==> config.mk <==
export PLATFORM = sky130hd
export DESIGN_NAME = uart_frame_rx
export DESIGN_NICKNAME = d
export VERILOG_FILES = /design/src/rtl/uart_frame_rx_pkg.sv /design/src/rtl/uart_frame_rx_buf.sv /design/src/rtl/uart_frame_rx.sv
export SDC_FILE = /design/constraint.sdc
export NUM_CORES = 1
export LEC_CHECK = 0
export BUFFER_PORTS_ARGS = -buffer_cell sky130_fd_sc_hd__buf_2
export CORE_ASPECT_RATIO = 2
export CORE_MARGIN = 4
export CORE_UTILIZATION = 58
export CTS_BUF_LIST = sky130_fd_sc_hd__clkbuf_8
export CTS_CLUSTER_SIZE = 30
export DETAILED_ROUTE_END_ITERATION = 7
export GPL_ROUTABILITY_DRIVEN = 0
export PLACE_DENSITY = 0.76
export SYNTH_ARGS = -nofsm -noshare
export SYNTH_HDL_FRONTEND = slang
export SYNTH_SLANG_ARGS = --single-unit
==> constraint.sdc <==
create_clock -name clk -period 2.41 [get_ports clk]
set_clock_uncertainty 0.05 [all_clocks]
set_input_delay 0.1205 -clock clk [delete_from_list [all_inputs] [get_ports clk]]
set_output_delay 0.1205 -clock clk [all_outputs]
set_load 0.005 [all_outputs]
==> src/rtl/uart_frame_rx_pkg.sv <==
// +--------------------------------------------------------------------------+
// | uart_frame_rx_pkg : shared framing constants for the UART RX/TX framers   |
// | Revision 1.0                                                              |
// +--------------------------------------------------------------------------+
`default_nettype none

package uart_frame_rx_pkg;

  localparam logic [7:0] SOF_BYTE = 8'hA5;

  localparam logic [1:0] ERR_NONE    = 2'b00;
  localparam logic [1:0] ERR_BAD_LEN = 2'b01;
  localparam logic [1:0] ERR_CSUM    = 2'b10;
  localparam logic [1:0] ERR_TIMEOUT = 2'b11;

  localparam int LEN_W = 5;
  localparam int TMO_W = 20;

  typedef enum logic [2:0] {
    ST_IDLE    = 3'd0,
    ST_LEN     = 3'd1,
    ST_PAYLOAD = 3'd2,
    ST_CSUM    = 3'd3,
    ST_DRAIN   = 3'd4
  } state_t;

  // Checksum is a plain XOR over LEN and every payload byte.
  function automatic logic [7:0] csum_fold(input logic [7:0] acc, input logic [7:0] b);
    return acc ^ b;
  endfunction

endpackage

`default_nettype wire

==> src/rtl/uart_frame_rx_buf.sv <==
// +--------------------------------------------------------------------------+
// | uart_frame_buf : MAX_LEN x 8 payload store, 1 write port, async read      |
// | Revision 1.0                                                              |
// +--------------------------------------------------------------------------+
`default_nettype none

module uart_frame_buf #(
  parameter int MAX_LEN = 16,
  parameter int AW      = (MAX_LEN > 1) ? $clog2(MAX_LEN) : 1
) (
  input  logic          clk,
  input  logic          wr_en,
  input  logic [AW-1:0] wr_addr,
  input  logic [7:0]    wr_data,
  input  logic [AW-1:0] rd_addr,
  output logic [7:0]    rd_data
);

  logic [7:0] r_mem [MAX_LEN];

  always_ff @(posedge clk) begin
    if (wr_en) begin
      r_mem[wr_addr] <= wr_data;
    end
  end

  assign rd_data = r_mem[rd_addr];

endmodule

`default_nettype wire

==> src/rtl/uart_frame_rx.sv <==
// +--------------------------------------------------------------------------+
// | uart_frame_rx : SOF/LEN/payload/CSUM frame parser with buffered drain     |
// | Revision 1.0                                                              |
// +--------------------------------------------------------------------------+
`default_nettype none

module uart_frame_rx
  import uart_frame_rx_pkg::*;
#(
  parameter int CLK_FREQUENCY = 50,
  parameter int TIMEOUT_US    = 1000,
  parameter int MAX_LEN       = 16
) (
  input  logic             clk,
  input  logic             rst_n,
  input  logic [7:0]       rx_data,
  input  logic             rx_data_valid,
  output logic             rx_data_ready,
  output logic [7:0]       pl_data,
  output logic             pl_valid,
  output logic             pl_last,
  input  logic             pl_ready,
  output logic [LEN_W-1:0] frame_len,
  output logic             frame_ok,
  output logic             frame_err,
  output logic [1:0]       err_code
);

  localparam int AW = (MAX_LEN > 1) ? $clog2(MAX_LEN) : 1;
  localparam logic [7:0]       c_max_len   = 8'(MAX_LEN);
  localparam logic [TMO_W-1:0] c_tmo_limit = TMO_W'(CLK_FREQUENCY * TIMEOUT_US - 1);

  state_t           r_state, w_state;
  logic [LEN_W-1:0] r_len, w_len;
  logic [LEN_W-1:0] r_wr_idx, w_wr_idx;
  logic [LEN_W-1:0] r_rd_idx, w_rd_idx;
  logic [7:0]       r_xor, w_xor;
  logic [TMO_W-1:0] r_tmo, w_tmo;
  logic             r_frame_ok, w_frame_ok;
  logic             r_frame_err, w_frame_err;
  logic [1:0]       r_err_code, w_err_code;
  logic [LEN_W-1:0] r_frame_len, w_frame_len;

  logic             w_accept;
  logic             w_counting;
  logic             w_tmo_hit;
  logic             w_buf_we;
  logic [7:0]       w_rd_data;

  assign w_accept   = rx_data_valid && rx_data_ready;
  assign w_counting = (r_state == ST_LEN) || (r_state == ST_PAYLOAD) || (r_state == ST_CSUM);
  assign w_tmo_hit  = w_counting && (r_tmo == c_tmo_limit);

  uart_frame_buf #(
    .MAX_LEN (MAX_LEN),
    .AW      (AW)
  ) u_buf (
    .clk     (clk),
    .wr_en   (w_buf_we),
    .wr_addr (r_wr_idx[AW-1:0]),
    .wr_data (rx_data),
    .rd_addr (r_rd_idx[AW-1:0]),
    .rd_data (w_rd_data)
  );

  always_ff @(posedge clk) begin
    if (!rst_n) begin
      r_state     <= ST_IDLE;
      r_len       <= '0;
      r_wr_idx    <= '0;
      r_rd_idx    <= '0;
      r_xor       <= '0;
      r_tmo       <= '0;
      r_frame_ok  <= 1'b0;
      r_frame_err <= 1'b0;
      r_err_code  <= ERR_NONE;
      r_frame_len <= '0;
    end else begin
      r_state     <= w_state;
      r_len       <= w_len;
      r_wr_idx    <= w_wr_idx;
      r_rd_idx    <= w_rd_idx;
      r_xor       <= w_xor;
      r_tmo       <= w_tmo;
      r_frame_ok  <= w_frame_ok;
      r_frame_err <= w_frame_err;
      r_err_code  <= w_err_code;
      r_frame_len <= w_frame_len;
    end
  end

  always_comb begin
    w_state     = r_state;
    w_len       = r_len;
    w_wr_idx    = r_wr_idx;
    w_rd_idx    = r_rd_idx;
    w_xor       = r_xor;
    w_tmo       = w_counting ? (r_tmo + TMO_W'(1)) : '0;
    w_frame_ok  = 1'b0;
    w_frame_err = 1'b0;
    w_err_code  = r_err_code;
    w_frame_len = r_frame_len;
    w_buf_we    = 1'b0;

    // A stalled sender loses the frame even if a byte lands on the same edge.
    if (w_tmo_hit) begin
      w_frame_err = 1'b1;
      w_err_code  = ERR_TIMEOUT;
      w_state     = ST_IDLE;
      w_tmo       = '0;
    end else begin
      case (r_state)
        ST_IDLE: begin
          if (w_accept && (rx_data == SOF_BYTE)) begin
            w_state = ST_LEN;
            w_tmo   = '0;
          end
        end
        ST_LEN: begin
          if (w_accept) begin
            w_tmo = '0;
            if ((rx_data == 8'd0) || (rx_data > c_max_len)) begin
              w_frame_err = 1'b1;
              w_err_code  = ERR_BAD_LEN;
              w_state     = ST_IDLE;
            end else begin
              w_len    = rx_data[LEN_W-1:0];
              w_wr_idx = '0;
              w_xor    = rx_data;
              w_state  = ST_PAYLOAD;
            end
          end
        end
        ST_PAYLOAD: begin
          if (w_accept) begin
            w_tmo    = '0;
            w_buf_we = 1'b1;
            w_xor    = csum_fold(r_xor, rx_data);
            w_wr_idx = r_wr_idx + LEN_W'(1);
            if (r_wr_idx == (r_len - LEN_W'(1))) begin
              w_state = ST_CSUM;
            end
          end
        end
        ST_CSUM: begin
          if (w_accept) begin
            w_tmo = '0;
            if (rx_data == r_xor) begin
              w_frame_ok  = 1'b1;
              w_frame_len = r_len;
              w_rd_idx    = '0;
              w_state     = ST_DRAIN;
            end else begin
              w_frame_err = 1'b1;
              w_err_code  = ERR_CSUM;
              w_state     = ST_IDLE;
            end
          end
        end
        ST_DRAIN: begin
          if (pl_ready) begin
            if (r_rd_idx == (r_len - LEN_W'(1))) begin
              w_state = ST_IDLE;
            end else begin
              w_rd_idx = r_rd_idx + LEN_W'(1);
            end
          end
        end
        default: begin
          w_state = ST_IDLE;
        end
      endcase
    end
  end

  assign rx_data_ready = (r_state != ST_DRAIN);
  assign pl_valid      = (r_state == ST_DRAIN);
  assign pl_last       = pl_valid && (r_rd_idx == (r_len - LEN_W'(1)));
  // Force zero outside DRAIN so the unreset buffer never leaks onto the port.
  assign pl_data       = pl_valid ? w_rd_data : 8'h00;
  assign frame_len     = r_frame_len;
  assign frame_ok      = r_frame_ok;
  assign frame_err     = r_frame_err;
  assign err_code      = r_err_code;

endmodule

`default_nettype wire

==> results list, run 1 <==
- The run finished, with violations left.
- DRT antenna net count: 0
- For this run, the number of standard cells in the final layout without fillers is 791.
* Yosys synthesis warning count: 0
- In this run the critical register-to-register path is launched from r_tmo[0]$_SDFF_PP0_.
- Placed cells: 750
- Total standard cell area after synthesis: 0.00801 sq mm
- Count of vias placed by the detailed router: 4,858
* Top cells by area in the synthesized netlist: edfxtp_1 48%, dfxtp_1 15%, mux4_2 11%, nor2_1 2.9%, xnor2_1 2.6%
* Width of the die: 91.1 microns
- The floorplan step set the die height to 174 microns.
- For this run, the leading register cell type out of synthesis is edfxtp_1.
* Utilization after layout: 68.3%
- Area grow syn2layout: 15.2%
- Remaining max-slew budget at the tightest pin: 67.1%
* Peak supply drop: 428 uV
* Library cell with the highest instance count after synthesis: edfxtp_1
* HPWL after detailed placement: 13,200 microns
- Entering global routing, the biggest net connects 33 pins.
* Number of placement rows: 60
- Cell repeated most along the worst path: mux4_2
* Cell with the biggest individual delay on the critical path: mux4_2
- Synthesis inferred 187 register bits.
- The critical path in this run is classified as reg -> out.
- Top cell types by occurrence after synthesis: 128 x edfxtp_1, 62 x nor2_1, 59 x dfxtp_1, 40 x mux4_2
- The average instance in the mapped netlist occupies 14.7 sq um.
- Across the run, the number of max-cap violations was 0.
- The clock drives 187 sinks.
- Startpoint type of the worst setup path: flop
- CTS Buf Count: 17
* Timing-limited maximum frequency: 388 MHz
- For this run, the detailed router's first-pass iteration total came to 5.
- STA puts the critical path data required time at 2240 ps.
- Violated checks: setup timing
* Count of buffers from port buffering: 31
- Area share of the largest cell type after synthesis: 48.0%
* Count of final max-slew check failures: 0
- Buffers & Inverters on Critical Path: 3
- For this run, design rule violations remaining after detail routing come to 0.
- After technology mapping, the gate count stands at 546.
- Die Outline Area: 0.0159 sq mm
* Detailed router's first-iteration violation count: 374
* Unrepaired setup endpoints after global routing: yes
* Skew-Pair Late Insertion Delay: 450 ps
* Share of post-route cells with drive strength above 1: 29.9%
* Clock H-tree levels: 4
* DRT Wirelength: 18,100 microns
* CTS clock-pin slew for the worst setup and hold paths: 90 ps
* Ports placed on the boundary: 32
* Synth async-reset ratio: 0%
* Synth Net Count: 565
- Pwr dens: 605 mW/mm^2
- Initial cell density of the core: 59.3%
* Arrival time at the worst endpoint: 2410 ps
* Critical path's largest stage delay: 520 ps
- TritonCTS built the clock tree.
- Avg Vias per Cell: 6.14
- In the post-route analysis, the smallest setup slack over all paths is -169 ps.
* Antenna diode count: 0
- Time the final worst path needs with I/O delays and setup: 2580 ps
- P_leak: 3.20 nW
- The synthesized design contains 128 enable-type register cells.
* Wire length of the first global-routing pass: 28,700 microns
* CP top delay family: multiplexers
* Measured slew at the worst slew-check pin: 493 ps
* Fin area: 0.00923 sq mm
* Critical path peak fanout: 7
- The initial antenna violation count is 0.
- Dividing the final minimum period by the clock period gives 107%.
- After detailed placement, the total cell area comes to 0.00860 sq mm.
* Final Hold Viols: 0
- Largest area contributor in the synthesized netlist: edfxtp_1
- For this run, the post-layout net count is 642.
- Setup violations remaining at the end of the flow were counted as 8.
- Via count of the first global-routing pass: 5,123
* Sequential-to-total area share from yosys stat: 62.7%
- Clock Path Buffers: 2
- Core region area: 0.0135 sq mm
* Worst setup EP type: output pin
- The synthesized netlist contains 65 unique library cells.
- The layout has 932 filler cells.
- Startpoint of the most critical hold path: rx_data_valid
- For this run the aggregate overflow at the end of global routing stands at 0.
* Worst min path class: in -> reg
- Overall track demand over capacity in global routing: 24.2%
- The signal on the critical path passes through buf_12, buf_16, mux4_2, mux4_2, and2_4, buf_6.
- Wirelength per Cell: 22.9 microns
- Root Driver: clkbuf_8
layout by cell type, fill, tap and decap left out, types with 8 or more instances in the layout:
master,n
edfxtp_1,128
nor2_1,62
dfxtp_1,57
buf_4,42
mux4_2,40
xnor2_1,24
nand2_1,24
buf_2,24
xor2_1,17
clkbuf_8,17
nand4_1,12
mux2i_1,12
inv_1,10
nand3_1,9
o21ai_0,9
a21oi_1,8
path summary, 6_finish.rpt:
path | end | slack (ps) | cells past startpoint
max reg2reg | u_buf.r_mem[7][6]$_DFFE_PP_ | 120 | 8
min reg2reg | r_tmo[0]$_SDFF_PP0_ | 420 | 1
min | frame_err$_SDFF_PN0_ | 30 | 3
max | pl_data[7] | -170 | 6
what timing repair did:
item                                    in CTS  in global routing
resized for setup                            7                 18
buffers inserted                             2                  1
endpoints found under the setup margin       9                 42
pin swaps                                    4                  1
hold buffers                                 4                  0
cloned                                       3                  0
endpoints found under the hold margin        9                  0
layout make-up:
class / count / area (sq um) / share of cell area [%]
inverters: 9 / 33.8 / 0.366
clock inverters: 15 / 156 / 1.69
well taps: 155 / 194 / 2.10
clock buffers: 17 / 234 / 2.53
repair buffers: 83 / 689 / 7.47
multi-input cells: 325 / 2900 / 31.4
flip-flops and latches: 187 / 5030 / 54.5
registers in the layout, indices dropped and copies added (netlist names), named ones only:
name / count
r_tmo: 20
r_len: 5
frame_len: 5
u_buf.r_mem: 128
r_rd_idx: 5
r_wr_idx: 5
err_code: 2
r_xor: 8
r_state: 3
frame_err: 1
frame_ok: 1
where the power goes:
part           total (mW)  switching (mW)  leakage [nW]  internal, mW
registers            3.43         0.00591          1.63          3.42
logic               0.153           0.104          1.37        0.0482
clock network        2.01            1.16         0.197         0.854
total                5.59            1.27          3.20          4.32
per-layer routing:
| metal | GRT usage (%) | vias to the layer above | routed length [microns] |
|---|---|---|---|
| met4 | 12.8 | 0 | 943 |
| met2 | 45.4 | 152 | 10500 |
| met1 | 25.4 | 2410 | 6050 |
| met3 | 3.85 | 57 | 597 |
| met5 | 0 | - | 0 |
| li1 | - | 2239 | - |
worst min-delay path, cell delays in order:
cell and delay, ps:
buf_2 120, a41oi_2 160, nor2_1 90
stage by stage:
stage	setup WS (ps)	setup TNS (ps)	hold WS, ps	power, mW
6_report	-169	-1110	25.6	5.59
3_5_place_dp	4.09	0	405	3.65
5_1_grt	-256	-1840	20.2	5.78
3_3_place_gp	141	0	392	3.64
2_1_floorplan	-203	-4090	169	3.57
4_1_cts	-216	-1580	5.22	5.62
cells by family after synthesis:
logic type / Yosys count / synth area share (%)
XOR/XNOR: 42 / 4.59
AO/OA/AOI/OAI: 49 / 4.78
buffers and inverters: 34 / 1.89
multiplexers: 55 / 13.2
flip-flops: 187 / 62.7
adder cells (fa/ha/maj): 7 / 1.09
AND/OR/NAND/NOR: 172 / 11.8
Power figures use the tool's default switching activity.
==> run 2: changes to the inputs <==
--- a/config.mk
+++ b/config.mk
@@ -6,14 +6,16 @@
 export NUM_CORES = 1
 export LEC_CHECK = 0
 export BUFFER_PORTS_ARGS = -buffer_cell sky130_fd_sc_hd__buf_2
+export CAP_MARGIN = 0
 export CORE_ASPECT_RATIO = 2
 export CORE_MARGIN = 4
-export CORE_UTILIZATION = 58
+export CORE_UTILIZATION = 55
 export CTS_BUF_LIST = sky130_fd_sc_hd__clkbuf_8
 export CTS_CLUSTER_SIZE = 30
 export DETAILED_ROUTE_END_ITERATION = 7
 export GPL_ROUTABILITY_DRIVEN = 0
-export PLACE_DENSITY = 0.76
+export MAX_ROUTING_LAYER = met4
+export PLACE_DENSITY = 0.72
 export SYNTH_ARGS = -nofsm -noshare
 export SYNTH_HDL_FRONTEND = slang
 export SYNTH_SLANG_ARGS = --single-unit
==> results list, run 2 (synthesis results as in run 1) <==
- Run status: complete, but fails checks (unchanged).
- Violated checks: setup timing (unchanged).
- Hold path depth: 3 (unchanged)
- Total setup violations reported at the end of the flow: 8 (unchanged)
* Number of iterations in the first detailed-routing pass: 5 (unchanged)
- Setup Total Neg Slack: -1210 ps (was -1110 ps)
- The via count of the first global-routing pass was 5,179 (was 5,123).
* Maximum capacitance violations: 0 (unchanged)
* Time the final worst path needs with I/O delays and setup: 2580 ps (about the same)
* Critical Setup Path Class: reg -> out (unchanged)
* Initial antenna violation count: 0 (unchanged)
- The post-detailed-routing wire length came to 18,700 microns (was 18,100 microns).
- The final global-route overflow total came to 0 (unchanged).
- Cell repeated most along the worst path: mux4_2 (unchanged)
* Critical path peak fanout: 9 (was 7)
- The area of the core was 0.0144 sq mm (was 0.0135 sq mm).
- The ratio of cells with drive above 1 in the final layout was 34.2% (was 29.9%).
- The commonest non-fill, non-tap cell in the layout was edfxtp_1 (unchanged).
- The timing-limited maximum frequency came to 388 MHz (about the same).
- The buffer type at the clock tree root is clkbuf_8 (unchanged).
* HPWL after detailed placement: 13,800 microns (was 13,200 microns)
* Ports placed on the boundary: 32 (unchanged)
* DIE HEIGHT: 179 microns (was 174 microns)
- The power density over the cells is 612 mW/mm^2 (was 605 mW/mm^2).
- The number of core rows was 62 (was 60).
- The wire length of the first global-routing pass came to 28,700 microns (about the same).
- The count of cells along the worst register-to-register path came to 8 (unchanged).
- The type of origin of the critical path is a flop (unchanged).
- Clock Path Buffers: 2 (unchanged)
- Area grow syn2layout: 19.3% (was 15.2%)
* Pin count of the biggest net entering global routing: 33 (unchanged)
- The slew at the pin closest to its max-slew limit is 616 ps (was 493 ps).
- Post-layout total power: 5.85 mW (was 5.59 mW)
* Final Hold Viols: 0 (unchanged)
- Peak supply drop: 402 uV (was 428 uV)
* DRC violation count after routing: 0 (unchanged)
* Top Registers: u_buf.r_mem: 128 flops, r_tmo: 20 flops, r_xor: 8 flops (unchanged)
- Highest-count cells in the layout ignoring fill and taps: 128 x edfxtp_1, 71 x buf_4, 56 x nor2_1, 56 x dfxtp_1, 40 x mux4_2 (was 128 x edfxtp_1, 62 x nor2_1, 57 x dfxtp_1)
- CP top delay family: multiplexers (unchanged)
- Antenna diode count: 0 (unchanged)
- The total routing resource utilization after global routing was 24.6% (was 24.2%).
- Avg Vias per Cell: 5.84 (was 6.14)
- Die Outline Area: 0.0167 sq mm (was 0.0159 sq mm)
* Worst setup margin: -166 ps (was -169 ps)
* CTS clock-pin slew for the worst setup and hold paths: 90 ps (about the same)
- Worst-case hold slack: 25.6 ps (about the same)
- The horizontal die dimension came to 93.3 microns (was 91.1 microns).
- The number of levels in the clock H-tree came to 4 (unchanged).
* Flip-flop count of the largest register after layout: 128 (unchanged)
- The clock tree from TritonCTS is yes (unchanged).
- The class of the tightest hold or removal check is in -> reg (unchanged).
- Remaining max-slew budget at the tightest pin: 58.9% (was 67.1%)
- The net count of the finished layout was 673 (was 642).
* Detailed router's first-iteration violation count: 341 (was 374)
- Arrival time at the worst endpoint: 2410 ps (about the same)
- The register ranked first by flip-flop count is u_buf.r_mem (unchanged).
- The required arrival time at the worst endpoint came to 2240 ps (about the same).
- The cell count along the critical path was 5 (was 6).
* Critical path's largest stage delay: 550 ps (was 520 ps)
* DRT antenna net count: 0 (unchanged)
- The clock sink count came to 187 (unchanged).
- Final critical-path share of the clock period: 107% (about the same)
* Initial cell density of the core: 55.8% (was 59.3%)
- The max-slew violation total from the final report came to 0 (unchanged).
- Ordered list of cells on the worst path: buf_12, mux4_2, mux4_2, and2_4, buf_6 (was buf_12, buf_16, mux4_2, mux4_2, and2_4, buf_6).
- Buffers & Inverters on Critical Path: 2 (was 3)
- Count of buffers from port buffering: 31 (unchanged)
- Cell with the biggest individual delay on the critical path: mux4_2 (unchanged)
- The leakage component of the power came to 3.37 nW (was 3.20 nW).
- Skew-Pair Late Insertion Delay: 460 ps (was 450 ps)
- CTS Buf Count: 17 (unchanged)
- The routed length per instance came to 21.8 microns (was 22.9 microns).
- Unrepaired setup endpoints after global routing: yes (unchanged)
- The via count came to 5,015 (was 4,858).
* Worst setup EP type: output pin (unchanged)
==> run 2: path summary, 6_finish.rpt <==
| kind | slack [ps] | to | startpoint |
|---|---|---|---|
| max | -170 | pl_data[6] | flop |
| min | 30 | r_len[4]$_SDFFE_PN0P_ | rx_data[4] |
| max reg2reg | 80 | u_buf.r_mem[8][1]$_DFFE_PP_ | r_tmo[0]$_SDFF_PP0_ |
| min reg2reg | 450 | r_xor[6]$_SDFFE_PN0P_ | r_xor[6]$_SDFFE_PN0P_ |
==> run 2: layout make-up <==
type                       instances  area, sq um
fill                            1042         4800
tap                              192          240
multi-input combinational        325         2950
clock buffer                      17          234
timing repair buffer             114          876
inverter                           9         33.8
clock inverter                    14          191
sequential                       187         5030
==> run 2: what timing repair did <==
action / CTS / global route
pin swaps: 0 / 5
gates cloned: 0 / 1
hold buffers: 4 / 0
setup endpoints to repair: 58 / 80
endpoints found under the hold margin: 14 / 0
setup buffers: 0 / 2
gates resized for setup: 13 / 27
==> run 2: where the power goes <==
| group | total, mW | internal [mW] | switching [mW] |
|---|---|---|---|
| combinational | 0.180 | 0.0620 | 0.118 |
| sequential | 3.42 | 3.42 | 0.00411 |
| clock | 2.25 | 1.13 | 1.12 |
| total | 5.85 | 4.61 | 1.24 |
==> run 2: metrics by stage <==
step / instances / setup slack (ps) / area (sq um) / util [%]
after floorplan: 546 / -203 / 8020 / -
after global placement: 820 / -67.1 / 8890 / 62.0
after detailed placement: 820 / -92.8 / 8890 / 62.0
after CTS: 855 / -225 / 9410 / 65.6
after global routing: 858 / -264 / 9560 / 66.6
final: 858 / -166 / 9560 / 66.6
==> run 2: worst reg2reg max path, cell delays in order, from the launching register on <==
cell	delay, ps
dfxtp_2	340
ha_1	200
and3_1	190
buf_4	150
and4_4	190
a211oi_4	350
nand2_2	190
nor2_2	170
buf_4	210
==> run 2: routing by layer <==
metal	vias up	GRT usage [%]	wire, microns
met4	0	11.3	847
met5	-	-	0
met1	2519	24.5	6320
met3	49	5.08	734
li1	2287	-	-
met2	160	45.1	10800
